`src/rtl/ray_job_dispatcher.sv`:
```
// Row-level job dispatcher for the raytracing worker bank: precomputes per-row y-terms,
// launches the workers, waits for them to drain and hands each finished row downstream.
// Optional RUN watchdog is compiled in with `define RAY_DISPATCH_WATCHDOG_EN.

package Types;
  typedef struct packed {
    logic signed [13:0] x;
    logic signed [13:0] y;
    logic signed [13:0] z;
    logic        [13:0] r;
  } Sphere;
endpackage

module ray_job_dispatcher #(
  parameter int unsigned N_WORKERS        = 16,
  parameter int unsigned JOBS_SUBDIVISION = 40,
  parameter int unsigned X_HALF           = 320,
  parameter int unsigned Y_HALF           = 240,
  parameter int unsigned WATCHDOG_CYCLES  = 65535
) (
  input  logic                 clk,
  input  logic                 rst,
  input  logic                 frame_start,
  input  Types::Sphere         sphere_in,
  input  logic [N_WORKERS-1:0] worker_busy,
  output Types::Sphere         sphere,
  output logic signed [11:0]   pixel_start_x [N_WORKERS],
  output logic signed [21:0]   doty_r,
  output logic        [15:0]   pixely_sr,
  output logic        [26:0]   originy_sr,
  output logic                 activate,
  output logic                 row_valid,
  input  logic                 row_ready,
  output logic        [8:0]    row_idx,
  output logic                 frame_busy,
  output logic                 frame_done,
  output logic                 watchdog_err
);

  if (N_WORKERS * JOBS_SUBDIVISION != 2 * X_HALF) begin : g_row_width_check
    $error("N_WORKERS*JOBS_SUBDIVISION must equal the row width 2*X_HALF");
  end
  if (WATCHDOG_CYCLES == 0) begin : g_watchdog_check
    $error("WATCHDOG_CYCLES must be nonzero");
  end

  typedef enum logic [2:0] {
    StIdle,
    StPrep1,
    StPrep2,
    StLaunch,
    StRun,
    StHandoff,
    StNext
  } state_e;

  state_e             state_q, state_d;
  Types::Sphere       sphere_q, sphere_d;
  logic        [8:0]  row_idx_q, row_idx_d;
  logic signed [9:0]  pixel_y_q, pixel_y_d;
  logic        [15:0] pixely_sr_q, pixely_sr_d;
  logic signed [21:0] doty_r_q, doty_r_d;
  logic        [26:0] originy_sr_q, originy_sr_d;
  logic               launch_cnt_q, launch_cnt_d;
  logic               frame_busy_q, frame_busy_d;
  logic               last_row;
  logic               wd_timeout;

  assign last_row = (row_idx_q == 9'(2 * Y_HALF - 1));

  // Start columns are fixed by worker position, so they never touch a flop.
  for (genvar w = 0; w < N_WORKERS; w++) begin : g_start_x
    assign pixel_start_x[w] = 12'(int'(w) - int'(X_HALF));
  end

`ifdef RAY_DISPATCH_WATCHDOG_EN
  localparam int unsigned WdW = $clog2(WATCHDOG_CYCLES + 1);

  logic [WdW-1:0] wd_cnt_q, wd_cnt_d;
  logic           watchdog_err_q, watchdog_err_d;

  // Counter is 0 on the first RUN cycle, so timeout fires on RUN cycle WATCHDOG_CYCLES.
  always_comb begin
    wd_cnt_d       = (state_q == StRun) ? wd_cnt_q + WdW'(1) : '0;
    wd_timeout     = (state_q == StRun) && (worker_busy != '0) &&
                     (wd_cnt_q == WdW'(WATCHDOG_CYCLES - 1));
    watchdog_err_d = watchdog_err_q | wd_timeout;
  end

  always_ff @(posedge clk) begin
    if (rst) begin
      wd_cnt_q       <= '0;
      watchdog_err_q <= 1'b0;
    end else begin
      wd_cnt_q       <= wd_cnt_d;
      watchdog_err_q <= watchdog_err_d;
    end
  end

  assign watchdog_err = watchdog_err_q;
`else
  assign wd_timeout   = 1'b0;
  assign watchdog_err = 1'b0;
`endif

  // State register.
  always_ff @(posedge clk) begin
    if (rst) begin
      state_q <= StIdle;
    end else begin
      state_q <= state_d;
    end
  end

  // Next-state logic.
  always_comb begin
    state_d = state_q;
    unique case (state_q)
      StIdle:    if (frame_start) state_d = StPrep1;
      StPrep1:   state_d = StPrep2;
      StPrep2:   state_d = StLaunch;
      StLaunch:  if (launch_cnt_q) state_d = StRun;
      StRun:     if ((worker_busy == '0) || wd_timeout) state_d = StHandoff;
      StHandoff: if (row_ready) state_d = StNext;
      StNext:    state_d = last_row ? StIdle : StPrep1;
      default:   state_d = StIdle;
    endcase
  end

  // Outputs decoded from state.
  always_comb begin
    activate   = (state_q == StLaunch) || (state_q == StRun);
    row_valid  = (state_q == StHandoff);
    frame_done = (state_q == StNext) && last_row;
  end

  // Row datapath next-state.
  always_comb begin
    sphere_d     = sphere_q;
    row_idx_d    = row_idx_q;
    pixel_y_d    = pixel_y_q;
    pixely_sr_d  = pixely_sr_q;
    doty_r_d     = doty_r_q;
    originy_sr_d = originy_sr_q;
    launch_cnt_d = 1'b0;
    frame_busy_d = frame_busy_q;

    if ((state_q == StIdle) && frame_start) begin
      sphere_d     = sphere_in;
      row_idx_d    = '0;
      frame_busy_d = 1'b1;
    end

    if (state_q == StPrep1) begin
      pixel_y_d = $signed({1'b0, row_idx_q}) - $signed(10'(Y_HALF));
    end

    // Operands are sign-extended to the result width first, so the low bits are exact.
    if (state_q == StPrep2) begin
      pixely_sr_d  = 16'(16'(pixel_y_q) * 16'(pixel_y_q));
      doty_r_d     = 22'(pixel_y_q) * 22'(sphere_q.y);
      originy_sr_d = 27'(27'(sphere_q.y) * 27'(sphere_q.y));
    end

    // Holds activate for two cycles so workers have raised busy before RUN samples it.
    if (state_q == StLaunch) begin
      launch_cnt_d = ~launch_cnt_q;
    end

    if (state_q == StNext) begin
      if (last_row) begin
        frame_busy_d = 1'b0;
      end else begin
        row_idx_d = row_idx_q + 9'd1;
      end
    end
  end

  always_ff @(posedge clk) begin
    if (rst) begin
      sphere_q     <= '0;
      row_idx_q    <= '0;
      pixel_y_q    <= '0;
      pixely_sr_q  <= '0;
      doty_r_q     <= '0;
      originy_sr_q <= '0;
      launch_cnt_q <= 1'b0;
      frame_busy_q <= 1'b0;
    end else begin
      sphere_q     <= sphere_d;
      row_idx_q    <= row_idx_d;
      pixel_y_q    <= pixel_y_d;
      pixely_sr_q  <= pixely_sr_d;
      doty_r_q     <= doty_r_d;
      originy_sr_q <= originy_sr_d;
      launch_cnt_q <= launch_cnt_d;
      frame_busy_q <= frame_busy_d;
    end
  end

  assign sphere     = sphere_q;
  assign row_idx    = row_idx_q;
  assign doty_r     = doty_r_q;
  assign pixely_sr  = pixely_sr_q;
  assign originy_sr = originy_sr_q;
  assign frame_busy = frame_busy_q;

endmodule

```
`config.mk`:
```
export PLATFORM = sky130hd
export DESIGN_NAME = ray_job_dispatcher
export DESIGN_NICKNAME = d
export VERILOG_FILES = /design/src/rtl/ray_job_dispatcher.sv
export SDC_FILE = /design/constraint.sdc
export NUM_CORES = 1
export LEC_CHECK = 0
export BUFFER_PORTS_ARGS = -buffer_cell sky130_fd_sc_hd__buf_2
export CAP_MARGIN = 5
export CORE_MARGIN = 3
export CORE_UTILIZATION = 45
export DETAILED_ROUTE_END_ITERATION = 16
export PLACE_DENSITY = 0.67
export SLEW_MARGIN = 20
export SYNTH_ARGS = -nofsm -noshare
export SYNTH_HDL_FRONTEND = slang
export SYNTH_SLANG_ARGS = --single-unit
```
`constraint.sdc`:
```
create_clock -name clk -period 14.4 [get_ports clk]
set_input_delay 2.88 -clock clk [delete_from_list [all_inputs] [get_ports clk]]
set_output_delay 2.88 -clock clk [all_outputs]
set_load 0.005 [all_outputs]
```
==> metrics.md <==
| Metric | Value |
|---|---|
| Predominant post-synthesis flop cell | dfxtp_1 |
| Area delta synth->final | 6.87% |
| DRC viols | 0 |
| Worst Max-Slew Pin Slew | 1.06 ns |
| FILL cells | 4397 |
| Clock Skew | 0.00979 ns |
| Ys async rst share | 0% |
| Wire per inst | 15.1 um |
| TritonCTS buffer count | 17 |
| Post-CTS sizing | 0 |
| Syn Area/Cell | 8.66 um^2 |
| Root Driver | clkbuf_16 |
| Placed cells | 3122 |
| Clk sinks | 143 |
| Status | finished clean |
| Crit path max fanout | 19 |
| Power per Cell Area | 64.9 mW/mm^2 |
| DIE HEIGHT | 221 um |
| Most common cell after layout, fill and taps aside | inv_1 |
| Final nets | 3118 |
| Crit path kind | reg2reg |
| Setup violators final | 0 |
| Yosys cell types | 72 |
| Setup Buffers After CTS | 0 |
| Final Hold Vio Count | 0 |
| Insertion delay to the later sink of the worst-skew pair | 0.48 ns |
| Crit path launch type | register |
| Via count | 15400 |
| Ant diodes | 0 |
| Initial DRC count | 779 |
| Number of flops mapped to enable cells by yosys | 0 |
| Post-layout minimum cycle time | 7.16 ns |
| CP max stage delay | 0.79 ns |
| Starting Density | 45.6% |
| Vias per cell | 4.88 |
| FF+latch area | 0.00286 mm^2 |
| Synth Register Bits | 143 |
| Area of the die | 0.0487 mm^2 |
| Layout cells sized above 1 | 11.4% |
| First-pass GRT wire length | 78500 um |
| Core Area | 0.0455 mm^2 |
| Final cell count without fillers | 3154 |
| GRT overflow | 0 |
| Total GRT Usage | 20.4% |
| Req. time, crit path | 14.74 ns |
| Gate Count Post-Synth | 2395 |
| Max Cap Viol | 0 |
| WP data arrival | 7.50 ns |
| Final worst-path cycle share | 49.7% |
| Crit path cell chain | clkinv_1, nor2_1, inv_1, fa_1, inv_1, fa_1, inv_1, fa_1, inv_1, fa_1, fa_1, inv_1, fa_1, inv_1, ha_1, and3_1, a31o_1, a21oi_1, o21a_1, a21oi_1, a2111o_1, o311ai_0, o211ai_1 |
| H-tree levels | 4 |
| Number of global-route vias before repair | 15800 |
| Setup crit end kind | register |
| Initial antenna violation count | 0 |
| Max-slew violations | 0 |
| Leakage | 11.6 nW |
| Synth Cell Area | 0.0207 mm^2 |
| # hold bufs at CTS | 0 |
| Largest net degree at the start of global routing | 78 |
| Slowest-stage cell, CP | dfxtp_1 |
| Port Buf Inserts | 207 |
| GP Congestion | 0.868 |
| Setup TNS | 0 ns |
| CTS tree | done |
| Slew headroom | 29.2% |
| Worst hold path type | reg2reg |
| Die width | 221 um |
| CTS clk-pin slew, worst paths | 0.07 ns |
| Area occupied by multi-input gates | 0.0151 mm^2 |
| Sequential area share after synthesis | 13.8% |
| FF-to-FF setup slack | 7.24 ns |
| Worst-case vdd ir drop | 0.0765 mV |
| Ports | 403 |
| Ys Warns | 0 |
| RSZ-0062 raised after global routing | no |
| Fmax | 0.140 GHz |
| Post-Route WL | 47700 um |
| Post-DRT Antenna Nets | 0 |
| Most frequent cells in the layout | inv_1, nand2_1, fa_1 |
| Num rows | 78 |
| Clock Path Buffers | 2 |
| Dpl hpwl | 37500 um |
| Drt first pass iters | 5 |
area by class of cell:
class / count / share of cell area (%)
Clock buffer: 17 / 1.92
Clock inverter: 15 / 0.638
Inverter: 438 / 7.42
Multi-Input combinational cell: 1708 / 68.2
Sequential cell: 143 / 12.9
Tap cell: 600 / 3.39
Timing Repair Buffer: 233 / 5.56
worst paths after layout:
| kind | startpoint | to | depth (start not counted) |
|---|---|---|---|
| worst max-delay path | sphere[38]$_SDFFE_PP0P_ | originy_sr[26]$_SDFFE_PP0N_ | 23 |
| worst max register to register | sphere[38]$_SDFFE_PP0P_ | originy_sr[26]$_SDFFE_PP0N_ | 23 |
| worst min register to register | originy_sr[2]$_SDFFE_PP0N_ | originy_sr[2]$_SDFFE_PP0N_ | 2 |
| worst min-delay path | originy_sr[2]$_SDFFE_PP0N_ | originy_sr[2]$_SDFFE_PP0N_ | 2 |
power breakdown:
part	internal (mW)	leakage, nW	switching [mW]	total [mW]
clock	0.227	0.271	0.211	0.438
combinational	0.211	10.1	0.342	0.553
sequential	0.420	1.16	0.0282	0.448
through the flow:
| step | setup slack [ns] | utilization [%] | total power [mW] | instance area, um^2 | hold WS, ns |
|---|---|---|---|---|---|
| 2_1_floorplan | 8.18 | - | 0.892 | 21500 | 0.444 |
| 3_3_place_gp | 7.51 | 47.5 | 0.994 | 21600 | 0.436 |
| 3_5_place_dp | 7.28 | 47.5 | 1.01 | 21600 | 0.443 |
| 4_1_cts | 7.26 | 48.7 | 1.46 | 22200 | 0.451 |
| 5_1_grt | 6.71 | 48.7 | 1.56 | 22200 | 0.460 |
| 6_report | 7.24 | 48.7 | 1.44 | 22200 | 0.447 |
kinds of logic (layout without fill, tap and decap cells):
family	Yosys count	count (layout)	share of synthesized area, %
AND/OR/NAND/NOR	656	656	14.5
other	2	195	0.0362
multiplexers	11	11	0.561
AO/OA/AOI/OAI	260	260	7.90
adder cells (fa/ha/maj)	501	501	42.7
XOR/XNOR	85	85	3.59
flip-flops	143	143	13.8
buffers and inverters	737	703	16.9
flip-flops by register name, indices dropped and copies added (netlist names):
register      flops
doty_r           22
frame_busy        1
launch_cnt_q      1
originy_sr       26
pixel_y_q        10
pixely_sr        15
row_idx           9
sphere           56
state_q           3
synth_stat cells (all sizes together), types with 4 or more instances:
cell type	number	area, um^2
clkbuf	99	372
o211ai	5	37.5
a311o	5	50.1
nand4	4	25.0
and3	11	68.8
ha	156	1950
mux2	5	56.3
nor4	10	62.6
mux2i	6	60.1
o21ai	20	100
nand2	366	1370
inv	435	1630
nand2b	13	81.3
nand3b	7	52.6
nor3	20	100
a21oi	144	724
o21bai	8	60.1
dfxtp	143	2860
a211oi	14	110
and2	106	663
nor2b	11	68.8
xor2	26	228
and4	4	35.0
xnor2	59	517
nand3	20	100
a31oi	5	31.3
a31o	4	35.0
nor2	67	251
or3	7	43.8
fa	345	6910
o21a	6	45.0
buf	200	1490
a21o	22	165
worst max-delay path: cells and delay by family, from the launching register on:
kind | cells | cell delay [ns]
fa+ha+maj | 7 | 3.26
compound gates | 7 | 1.59
buf+inv | 7 | 0.84
flops | 1 | 0.79
simple gates | 2 | 0.55
routing by layer:
metal	GRT usage (%)	wire, um	up-vias
met5	0	0	-
met4	7.14	1170	0
met3	3.17	2820	67
met2	35.0	23700	451
met1	26.2	20100	7649
li1	-	-	7221
No activity file was read; power rests on OpenSTA's default activity.
